### src/rtl/dmem_arbiter_if.sv
// Signal bundle around the data-memory arbiter: processor port, host port,
// memory strobes and the busy status. The arbiter uses the slave view, the
// requesters plus memory sit on the master view.
interface dmem_arbiter_if #(
  parameter int AW = 8,
  parameter int DW = 16
);
  logic          p_req;
  logic          p_wr;
  logic [AW-1:0] p_addr;
  logic [DW-1:0] p_wdata;
  logic          p_ack;
  logic          p_rvalid;
  logic [DW-1:0] p_rdata;
  logic          h_req;
  logic          h_wr;
  logic [AW-1:0] h_addr;
  logic [DW-1:0] h_wdata;
  logic          h_lock;
  logic          h_ack;
  logic          h_rvalid;
  logic [DW-1:0] h_rdata;
  logic [AW-1:0] mem_addr;
  logic          mem_wr;
  logic [DW-1:0] mem_wdata;
  logic [DW-1:0] mem_rdata;
  logic          busy;

  modport slave (
    input  p_req, p_wr, p_addr, p_wdata,
    input  h_req, h_wr, h_addr, h_wdata, h_lock,
    input  mem_rdata,
    output p_ack, p_rvalid, p_rdata,
    output h_ack, h_rvalid, h_rdata,
    output mem_addr, mem_wr, mem_wdata, busy
  );

  modport master (
    output p_req, p_wr, p_addr, p_wdata,
    output h_req, h_wr, h_addr, h_wdata, h_lock,
    output mem_rdata,
    input  p_ack, p_rvalid, p_rdata,
    input  h_ack, h_rvalid, h_rdata,
    input  mem_addr, mem_wr, mem_wdata, busy
  );
endinterface

### src/rtl/dmem_arbiter.sv
// Round-robin arbiter sharing one single-port data memory between the
// processor (P) and a host/debug loader (H). One access is issued per ISSUE
// cycle from registered strobes; the host may lock the memory for atomic
// sequences. Read returns are tracked by a per-port RD_LAT-deep valid pipe.
module dmem_arbiter #(
  parameter int AW     = 8,
  parameter int DW     = 16,
  parameter int RD_LAT = 1
) (
  input  logic           clock,
  input  logic           reset,
  dmem_arbiter_if.slave  bus
);

  typedef enum logic [1:0] {
    ST_IDLE   = 2'd0,
    ST_ISSUE  = 2'd1,
    ST_LOCKED = 2'd2
  } state_t;

  localparam logic PORT_P = 1'b0;
  localparam logic PORT_H = 1'b1;

  state_t            state_r;
  logic              last_grant_r;
  logic              cur_port_r;
  logic              lock_r;
  logic              p_ack_r;
  logic              h_ack_r;
  logic              mem_wr_r;
  logic              busy_r;
  logic [AW-1:0]     mem_addr_r;
  logic [DW-1:0]     mem_wdata_r;
  logic [RD_LAT-1:0] p_pipe_r;
  logic [RD_LAT-1:0] h_pipe_r;
  logic [DW-1:0]     p_rdata_r;
  logic [DW-1:0]     h_rdata_r;

  logic              grant_p_s;
  logic              grant_h_s;
  logic              to_lock_s;
  logic              rd_issue_s;
  logic [RD_LAT-1:0] p_pipe_nxt_s;
  logic [RD_LAT-1:0] h_pipe_nxt_s;

  // Choose the requester latched at this edge; the port acked in ISSUE sits out the exit edge
  always_comb begin
    grant_p_s = 1'b0;
    grant_h_s = 1'b0;
    to_lock_s = 1'b0;
    case (state_r)
      ST_IDLE: begin
        if (bus.p_req && bus.h_req) begin
          grant_p_s = (last_grant_r == PORT_H);
          grant_h_s = (last_grant_r == PORT_P);
        end else begin
          grant_p_s = bus.p_req;
          grant_h_s = bus.h_req;
        end
      end
      ST_ISSUE: begin
        if ((cur_port_r == PORT_H) && lock_r) begin
          to_lock_s = 1'b1;
        end else if (cur_port_r == PORT_H) begin
          grant_p_s = bus.p_req;
        end else begin
          grant_h_s = bus.h_req;
        end
      end
      ST_LOCKED: begin
        grant_h_s = bus.h_req;
      end
      default: begin
        grant_p_s = 1'b0;
        grant_h_s = 1'b0;
        to_lock_s = 1'b0;
      end
    endcase
  end

  // A read in ISSUE drops a tag for its port into the return pipe
  always_comb begin
    rd_issue_s   = (state_r == ST_ISSUE) && !mem_wr_r;
    p_pipe_nxt_s = (p_pipe_r << 1'b1) | RD_LAT'(rd_issue_s && (cur_port_r == PORT_P));
    h_pipe_nxt_s = (h_pipe_r << 1'b1) | RD_LAT'(rd_issue_s && (cur_port_r == PORT_H));
  end

  // Arbitration FSM with registered acks and memory strobes
  always_ff @(posedge clock) begin
    if (reset) begin
      state_r      <= ST_IDLE;
      last_grant_r <= PORT_H;
      cur_port_r   <= PORT_P;
      lock_r       <= 1'b0;
      p_ack_r      <= 1'b0;
      h_ack_r      <= 1'b0;
      mem_wr_r     <= 1'b0;
      busy_r       <= 1'b0;
      mem_addr_r   <= {AW{1'b0}};
      mem_wdata_r  <= {DW{1'b0}};
    end else begin
      p_ack_r <= grant_p_s;
      h_ack_r <= grant_h_s;
      if (grant_p_s || grant_h_s) begin
        state_r      <= ST_ISSUE;
        busy_r       <= 1'b1;
        cur_port_r   <= grant_h_s;
        last_grant_r <= grant_h_s;
        lock_r       <= grant_h_s && bus.h_lock;
        mem_wr_r     <= grant_h_s ? bus.h_wr    : bus.p_wr;
        mem_addr_r   <= grant_h_s ? bus.h_addr  : bus.p_addr;
        mem_wdata_r  <= grant_h_s ? bus.h_wdata : bus.p_wdata;
      end else begin
        mem_wr_r <= 1'b0;
        case (state_r)
          ST_ISSUE: begin
            if (to_lock_s) begin
              state_r <= ST_LOCKED;
              busy_r  <= 1'b1;
            end else begin
              state_r <= ST_IDLE;
              busy_r  <= 1'b0;
            end
          end
          ST_LOCKED: begin
            // h_req is low here (otherwise H would have been granted)
            if (bus.h_lock) begin
              state_r <= ST_LOCKED;
              busy_r  <= 1'b1;
            end else begin
              state_r <= ST_IDLE;
              busy_r  <= 1'b0;
            end
          end
          default: begin
            state_r <= ST_IDLE;
            busy_r  <= 1'b0;
          end
        endcase
      end
    end
  end

  // Read-return pipes and read-data hold registers; reset drops in-flight reads
  always_ff @(posedge clock) begin
    if (reset) begin
      p_pipe_r  <= {RD_LAT{1'b0}};
      h_pipe_r  <= {RD_LAT{1'b0}};
      p_rdata_r <= {DW{1'b0}};
      h_rdata_r <= {DW{1'b0}};
    end else begin
      p_pipe_r <= p_pipe_nxt_s;
      h_pipe_r <= h_pipe_nxt_s;
      if (p_pipe_r[RD_LAT-1]) begin
        p_rdata_r <= bus.mem_rdata;
      end else begin
        p_rdata_r <= p_rdata_r;
      end
      if (h_pipe_r[RD_LAT-1]) begin
        h_rdata_r <= bus.mem_rdata;
      end else begin
        h_rdata_r <= h_rdata_r;
      end
    end
  end

  // Read data arrives from memory in the rvalid cycle itself, so it is passed
  // straight through then and held from the register afterwards.
  assign bus.p_ack     = p_ack_r;
  assign bus.h_ack     = h_ack_r;
  assign bus.p_rvalid  = p_pipe_r[RD_LAT-1];
  assign bus.h_rvalid  = h_pipe_r[RD_LAT-1];
  assign bus.p_rdata   = p_pipe_r[RD_LAT-1] ? bus.mem_rdata : p_rdata_r;
  assign bus.h_rdata   = h_pipe_r[RD_LAT-1] ? bus.mem_rdata : h_rdata_r;
  assign bus.mem_addr  = mem_addr_r;
  assign bus.mem_wr    = mem_wr_r;
  assign bus.mem_wdata = mem_wdata_r;
  assign bus.busy      = busy_r;

endmodule
### src/flat_wrapper.sv
// flat-port wrapper written by rule: the top's interface ports become plain ports
module dmem_arbiter_flat 
#(
  parameter int AW     = 8,
  parameter int DW     = 16,
  parameter int RD_LAT = 1
)
  (clock, reset, bus_p_req, bus_p_wr, bus_p_addr, bus_p_wdata, bus_h_req, bus_h_wr, bus_h_addr, bus_h_wdata, bus_h_lock, bus_mem_rdata, bus_p_ack, bus_p_rvalid, bus_p_rdata, bus_h_ack, bus_h_rvalid, bus_h_rdata, bus_mem_addr, bus_mem_wr, bus_mem_wdata, bus_busy);
  dmem_arbiter_if #(.AW(AW), .DW(DW)) bus_i ();
  input  logic clock;
  input  logic reset;
  input wire logic [$bits(bus_i.p_req)-1:0] bus_p_req;
  input wire logic [$bits(bus_i.p_wr)-1:0] bus_p_wr;
  input wire logic [$bits(bus_i.p_addr)-1:0] bus_p_addr;
  input wire logic [$bits(bus_i.p_wdata)-1:0] bus_p_wdata;
  input wire logic [$bits(bus_i.h_req)-1:0] bus_h_req;
  input wire logic [$bits(bus_i.h_wr)-1:0] bus_h_wr;
  input wire logic [$bits(bus_i.h_addr)-1:0] bus_h_addr;
  input wire logic [$bits(bus_i.h_wdata)-1:0] bus_h_wdata;
  input wire logic [$bits(bus_i.h_lock)-1:0] bus_h_lock;
  input wire logic [$bits(bus_i.mem_rdata)-1:0] bus_mem_rdata;
  output wire logic [$bits(bus_i.p_ack)-1:0] bus_p_ack;
  output wire logic [$bits(bus_i.p_rvalid)-1:0] bus_p_rvalid;
  output wire logic [$bits(bus_i.p_rdata)-1:0] bus_p_rdata;
  output wire logic [$bits(bus_i.h_ack)-1:0] bus_h_ack;
  output wire logic [$bits(bus_i.h_rvalid)-1:0] bus_h_rvalid;
  output wire logic [$bits(bus_i.h_rdata)-1:0] bus_h_rdata;
  output wire logic [$bits(bus_i.mem_addr)-1:0] bus_mem_addr;
  output wire logic [$bits(bus_i.mem_wr)-1:0] bus_mem_wr;
  output wire logic [$bits(bus_i.mem_wdata)-1:0] bus_mem_wdata;
  output wire logic [$bits(bus_i.busy)-1:0] bus_busy;
  assign bus_i.p_req = bus_p_req;
  assign bus_i.p_wr = bus_p_wr;
  assign bus_i.p_addr = bus_p_addr;
  assign bus_i.p_wdata = bus_p_wdata;
  assign bus_i.h_req = bus_h_req;
  assign bus_i.h_wr = bus_h_wr;
  assign bus_i.h_addr = bus_h_addr;
  assign bus_i.h_wdata = bus_h_wdata;
  assign bus_i.h_lock = bus_h_lock;
  assign bus_i.mem_rdata = bus_mem_rdata;
  assign bus_p_ack = bus_i.p_ack;
  assign bus_p_rvalid = bus_i.p_rvalid;
  assign bus_p_rdata = bus_i.p_rdata;
  assign bus_h_ack = bus_i.h_ack;
  assign bus_h_rvalid = bus_i.h_rvalid;
  assign bus_h_rdata = bus_i.h_rdata;
  assign bus_mem_addr = bus_i.mem_addr;
  assign bus_mem_wr = bus_i.mem_wr;
  assign bus_mem_wdata = bus_i.mem_wdata;
  assign bus_busy = bus_i.busy;
  dmem_arbiter #(.AW(AW), .DW(DW), .RD_LAT(RD_LAT)) u_core (.clock(clock), .reset(reset), .bus(bus_i));
endmodule
### config.mk
export PLATFORM = sky130hd
export DESIGN_NAME = dmem_arbiter_flat
export DESIGN_NICKNAME = d
export VERILOG_FILES = /design/src/rtl/dmem_arbiter_if.sv /design/src/rtl/dmem_arbiter.sv /design/src/flat_wrapper.sv
export SDC_FILE = /design/constraint.sdc
export NUM_CORES = 1
export LEC_CHECK = 0
export ABC_CLOCK_PERIOD_IN_PS = 5000
export CORE_MARGIN = 5
export CORE_UTILIZATION = 30
export CTS_CLUSTER_SIZE = 8
export DETAILED_ROUTE_END_ITERATION = 12
export HOLD_SLACK_MARGIN = 0.02
export PLACE_DENSITY = 0.65
export SETUP_SLACK_MARGIN = 0.2
export SLEW_MARGIN = 20
export SYNTH_ARGS = -nofsm -noshare
export SYNTH_HDL_FRONTEND = slang
export SYNTH_SLANG_ARGS = --single-unit
### constraint.sdc
create_clock -name clock -period 5 [get_ports clock]
set_clock_uncertainty 0.2 [all_clocks]
set_input_delay 0.75 -clock clock [delete_from_list [all_inputs] [get_ports clock]]
set_output_delay 0.75 -clock clock [all_outputs]
set_load 0.01 [all_outputs]
# Yosys cells after proc, flatten, opt, wreduce, memory -nomap -nowiden
# Cells that the tools add are included.
[totals] regBits=67 input_bits=71 out_inout_bits=62
[classes] bitwise=3 n_mux=23 n_reduce_logical=11 eq_ne=2
[ops] op="$mux 16" count=3
[ops] op="$mux 1" count=13
[ops] op="$mux 8" count=1
[ops] op="$logic_and 1x1->1" count=6
[ops] op="$mux 2" count=2
[ops] op="$pmux 1 s2" count=2
[ops] op="$pmux 2 s2" count=1
[ops] op="$reduce_or 2->1" count=2
[ops] op="$not 1->1" count=3
[ops] op="$pmux 1 s3" count=1
[ops] op="$eq 2x1->1 const B" count=1
[ops] op="$eq 2x2->1 const B" count=1
[ops] op="$logic_not 2->1" count=1
[ops] op="$logic_not 1->1" count=1
[ops] op="$logic_or 1x1->1" count=1

# Longest topological paths before layout
[logic_depth] ltp_word=6 depth_mapped=8 mapped_depth_nobuf=6

# Worst setup path after synthesis
# OpenSTA, ideal clock, no wires.
[synth_timing] path_kind="reg-to-output" startpoint="reg u_core.h_pipe_r (netlist: u_core.bus.h_rvalid)" endpoint="out bus_h_rdata[10]" arrival_ns=1.252 setup_slack_ns=2.798 n_path_buf=2 required_time_ns=4.050 stages_incl_launch_ff=4 path_cell_list="dfxtp_1 > clkbuf_1 > buf_2 > mux2_2"
[synth_between] elab_chain_cells=1
[synth_lines] item="from (decl)" line="dmem_arbiter.sv:35" text="logic [RD_LAT-1:0] h_pipe_r;"
[synth_lines] item="from (signal assigned)" line="dmem_arbiter.sv:148" text="h_pipe_r <= {RD_LAT{1'b0}};"
[synth_lines] item="from (signal assigned)" line="dmem_arbiter.sv:153" text="h_pipe_r <= h_pipe_nxt_s;"
[synth_lines] item="$mux 16" line="dmem_arbiter.sv:174" text="assign bus.h_rdata = h_pipe_r[RD_LAT-1] ? bus.mem_rdata : h_rdata_r;"
[synth_lines] item="to (decl)" line="flat_wrapper.sv:27" text="output wire logic [$bits(bus_i.h_rdata)-1:0] bus_h_rdata;"
# Every way passes these cells.

# Worst setup path in the final report
[layout_timing] startpoint="reg u_core.p_pipe_r (netlist: u_core.bus.p_rvalid)" endpoint="out bus_p_rdata[3]"
[layout_between] elab_chain_cells=1
[layout_lines] item="from (decl)" line="dmem_arbiter.sv:34" text="logic [RD_LAT-1:0] p_pipe_r;"
[layout_lines] item="from (signal assigned)" line="dmem_arbiter.sv:147" text="p_pipe_r <= {RD_LAT{1'b0}};"
[layout_lines] item="from (signal assigned)" line="dmem_arbiter.sv:152" text="p_pipe_r <= p_pipe_nxt_s;"
[layout_lines] item="$mux 16" line="dmem_arbiter.sv:173" text="assign bus.p_rdata = p_pipe_r[RD_LAT-1] ? bus.mem_rdata : p_rdata_r;"
[layout_lines] item="to (decl)" line="flat_wrapper.sv:24" text="output wire logic [$bits(bus_i.p_rdata)-1:0] bus_p_rdata;"
# Every way passes these cells.

==> impl_results.rst <==
.. list-table::
   :header-rows: 1

   * - Metric
     - Value
   * - Run status
     - finished clean
   * - Register-to-Register Path Depth
     - 8
   * - Number of different library cells in the post-synthesis netlist
     - 30
   * - Clock slew at the register clock pins of the worst setup and hold paths
     - 0.07 ns
   * - Number of nets in the final layout
     - 434
   * - Sequential cell area fraction in the yosys report
     - roughly 47%
   * - Start point of the worst hold path
     - u_core.bus.mem_addr[7]
   * - F_max
     - 324 MHz
   * - Insertion delay to the later sink of the worst-skew pair
     - 0.33 ns
   * - Final weighted congestion of routability-driven global placement
     - 0.732
   * - Unrepaired setup endpoints after global routing
     - no
   * - I/O Buffers
     - 132
   * - Clock Root Buffer
     - clkbuf_8
   * - Most frequent standard cell in the layout excluding fill and tap cells
     - clkdlybuf4s50_1
   * - Largest net degree at the start of global routing
     - 42
   * - Final worst-path cycle share
     - 61.7%
   * - Type of element capturing the critical path
     - output pin
   * - Peak supply drop
     - 0.000165 V
   * - Final Hold Vio Count
     - 0
   * - Clock tree from TritonCTS
     - done
   * - Total leakage power
     - 1.80 nW
   * - CTS Hold Bufs
     - 0
   * - Synthesis-to-finish area growth
     - 56.4%
   * - GRT Total Usage
     - 12.2%
   * - Gates resized, CTS repair
     - 0
   * - DRC violation count after routing
     - 0
   * - Worst min path class
     - flip-flop to flip-flop
   * - Maximum Capacitance Violations
     - 0
   * - Gr ovfl total
     - 0
   * - Count of final max-slew check failures
     - 0
   * - Number of optimization iterations in the first detailed-route pass
     - 3
   * - Pwr Density
     - 319 nW/um2
   * - Clk sinks
     - 67
   * - Gate count of the mapped netlist
     - around 230
   * - Slew of the pin with the lowest slew margin
     - roughly 0.85 ns
   * - Drt via density
     - 4.41
   * - Die Wd
     - 108 um
   * - Post-detailed-route wirelength per cell
     - between 10 and 15 um
   * - Number of synthesized register bits
     - 67
   * - Finished layout cell area
     - 4480 um2
   * - DR vias
     - about 2,200
   * - Floorplan die area
     - 11,600 um2
   * - Maximum fanout along the worst path
     - 17
   * - Cell area reported after detailed placement
     - 4240 um2
   * - Start point of the critical path
     - u_core.bus.p_rvalid
   * - Worst hold path depth
     - 1
   * - Total negative slack for setup checks
     - 0 ns
   * - Fin crit period
     - just over 3 ns
   * - Crit path DAT
     - about 2.1 ns
   * - Category of the critical setup timing path
     - flip-flop to output pin
   * - First DRT Iteration DRCs
     - 39
   * - Total wirelength of the detailed-routed design
     - roughly 7 mm
   * - IO Count
     - 133
   * - Top library cells by usage in the layout, fill and taps aside
     - 132 x clkdlybuf4s50_1, 67 x dfxtp_1, 33 x nor2b_1, 32 x mux2_2, 25 x mux2i_1
   * - Number of buffers inserted by post-CTS setup repair
     - 0
   * - Floorplan core area
     - 9280 um2
   * - Average footprint of a synthesized cell
     - between 10 and 15 um2
   * - Synthesized net count
     - between 300 and 400
   * - Height of the die
     - ~110 um
   * - Required @ worst endpoint
     - 4.05 ns
   * - Max-slew headroom at the worst pin
     - 43.2%
   * - First-pass GRT wire length
     - 11.2 mm
   * - Post-layout power
     - around 1.4 mW
   * - Share of final-layout standard cells stronger than drive strength 1
     - between 20 and 25%
   * - Critical R2R Launch
     - u_core.state_r[0]
   * - Ant diodes
     - 0
   * - CTS H-tree depth
     - 3
   * - Initial cell density of the core
     - a little under a third
   * - R2r setup slk
     - 2.41 ns
   * - Number of buffers inserted during clock tree synthesis
     - 9
   * - Synthesis warning total
     - 0
   * - Via count of the first global-routing pass
     - 2,234
   * - Layout filler cell count
     - 898
   * - Worst r2r dst
     - u_core.bus.mem_wdata[15]
   * - Total number of placement rows
     - 35
   * - Terminating pin of the worst hold path
     - u_core.bus.mem_addr[7]
   * - Antenna violations before repair
     - 0
   * - Type of element launching the critical path
     - flip-flop
   * - Cell total after placement
     - 477
   * - Number of routed nets with antenna violations
     - 0
   * - Final setup violating endpoints
     - 0
   * - Post-synthesis instance area
     - 2860 um2
   * - Post-Layout Cell Count
     - 493
   * - Maximum buffer depth of the clock tree
     - 2
   * - HPWL after detailed placement
     - 5.17 mm
## layout make-up
cell class,instances,area [um2],area share (%)
clock buffers,12,145,3.24
clock inverters,4,97.6,2.18
inverters,4,15.0,0.335
multi-input cells,141,1370,30.5
flip-flops and latches,67,1340,30.0
well taps,129,161,3.60
repair buffers,136,1350,30.2
## metrics by stage
step | setup slack, ns | utilization [%] | hold slack [ns]
after detailed placement | 1.81 | 45.6 | 0.250
final | 1.92 | 48.2 | 0.268
after CTS | 1.81 | 48.2 | 0.269
after global placement | 1.88 | 45.6 | 0.246
after floorplan | 2.80 | - | 0.249
after global routing | 1.78 | 48.2 | 0.281
## synthesized netlist by cell type
| library cell | count | area (um2) |
|---|---|---|
| a21boi_1 | 1 | 7.51 |
| buf_2 | 3 | 15.0 |
| nand3b_1 | 2 | 15.0 |
| nor3b_1 | 1 | 7.51 |
| a22o_1 | 1 | 8.76 |
| buf_8 | 2 | 30.0 |
| a31oi_2 | 1 | 12.5 |
| a21oi_1 | 1 | 5.00 |
| a32o_1 | 1 | 10.0 |
| nor2_1 | 4 | 15.0 |
| mux2_2 | 32 | 360 |
| nor3_1 | 1 | 5.00 |
| dfxtp_1 | 67 | 1340 |
| inv_2 | 1 | 3.75 |
| o311ai_4 | 1 | 26.3 |
| and4b_1 | 1 | 10.0 |
| buf_6 | 4 | 45.0 |
| buf_12 | 1 | 20.0 |
| o2bb2ai_2 | 20 | 300 |
| mux2i_1 | 25 | 250 |
| ha_1 | 4 | 50.1 |
| inv_1 | 3 | 11.3 |
| nand2b_1 | 1 | 6.26 |
| buf_4 | 1 | 7.51 |
| nand2_1 | 5 | 18.8 |
| and3b_1 | 1 | 8.76 |
| clkbuf_1 | 6 | 22.5 |
| a21o_1 | 1 | 7.51 |
| o2bb2ai_1 | 4 | 35.0 |
| nor2b_1 | 33 | 206 |
## cells by family after synthesis
logic type / count (synthesis) / synth area share (%)
simple gates: 49 / 10.2
compound gates: 31 / 14.4
buf+inv: 21 / 5.42
fa+ha+maj: 4 / 1.75
flops: 67 / 46.9
mux: 57 / 21.3
## critical path: stages (launching register included)
cell,delay [ns]
dfxtp_1,0.87
mux2_2,0.43
clkdlybuf4s50_1,0.49
## state kept, by name, indices dropped and copies added (netlist names)
name,count
u_core.lock_r,1
u_core.bus.h_rvalid,1
u_core.cur_port_r,1
u_core.bus.p_rvalid,1
u_core.bus.mem_addr,8
u_core.bus.busy,1
u_core.bus.h_ack,1
u_core.state_r,2
u_core.bus.p_ack,1
u_core.last_grant_r,1
u_core.bus.mem_wr,1
u_core.p_rdata_r,16
u_core.bus.mem_wdata,16
u_core.h_rdata_r,16
## where the power goes
group | internal (mW) | switching [mW] | leakage, nW
Combinational | 0.176 | 0.115 | 1.14
Sequential | 0.572 | 0.0277 | 0.548
Clock | 0.346 | 0.194 | 0.117
## per-layer routing
layer | up-vias | part of all wire (%) | global-route usage, %
li1 | 1065 | - | -
met4 | 0 | 1.5 | 4.33
met3 | 10 | 11 | 6.18
met5 | - | 0 | 0
met1 | 994 | 45 | 14.8
met2 | 103 | 42 | 18.5
## worst max-delay path by stage
stage / endpoint / slack, ns / depth (start not counted)
6_report: bus_p_rdata[3] / 1.92 / 2
5_1_grt: bus_p_rdata[3] / 1.78 / 2
4_1_cts: bus_p_rdata[3] / 1.81 / 2
3_5_place_dp: u_core.bus.mem_wdata[15] / 1.81 / 7
3_3_place_gp: u_core.bus.mem_wdata[14] / 1.88 / 7
2_1_floorplan: bus_h_rdata[10] / 2.80 / 3
(Power assumes the default switching activity.)
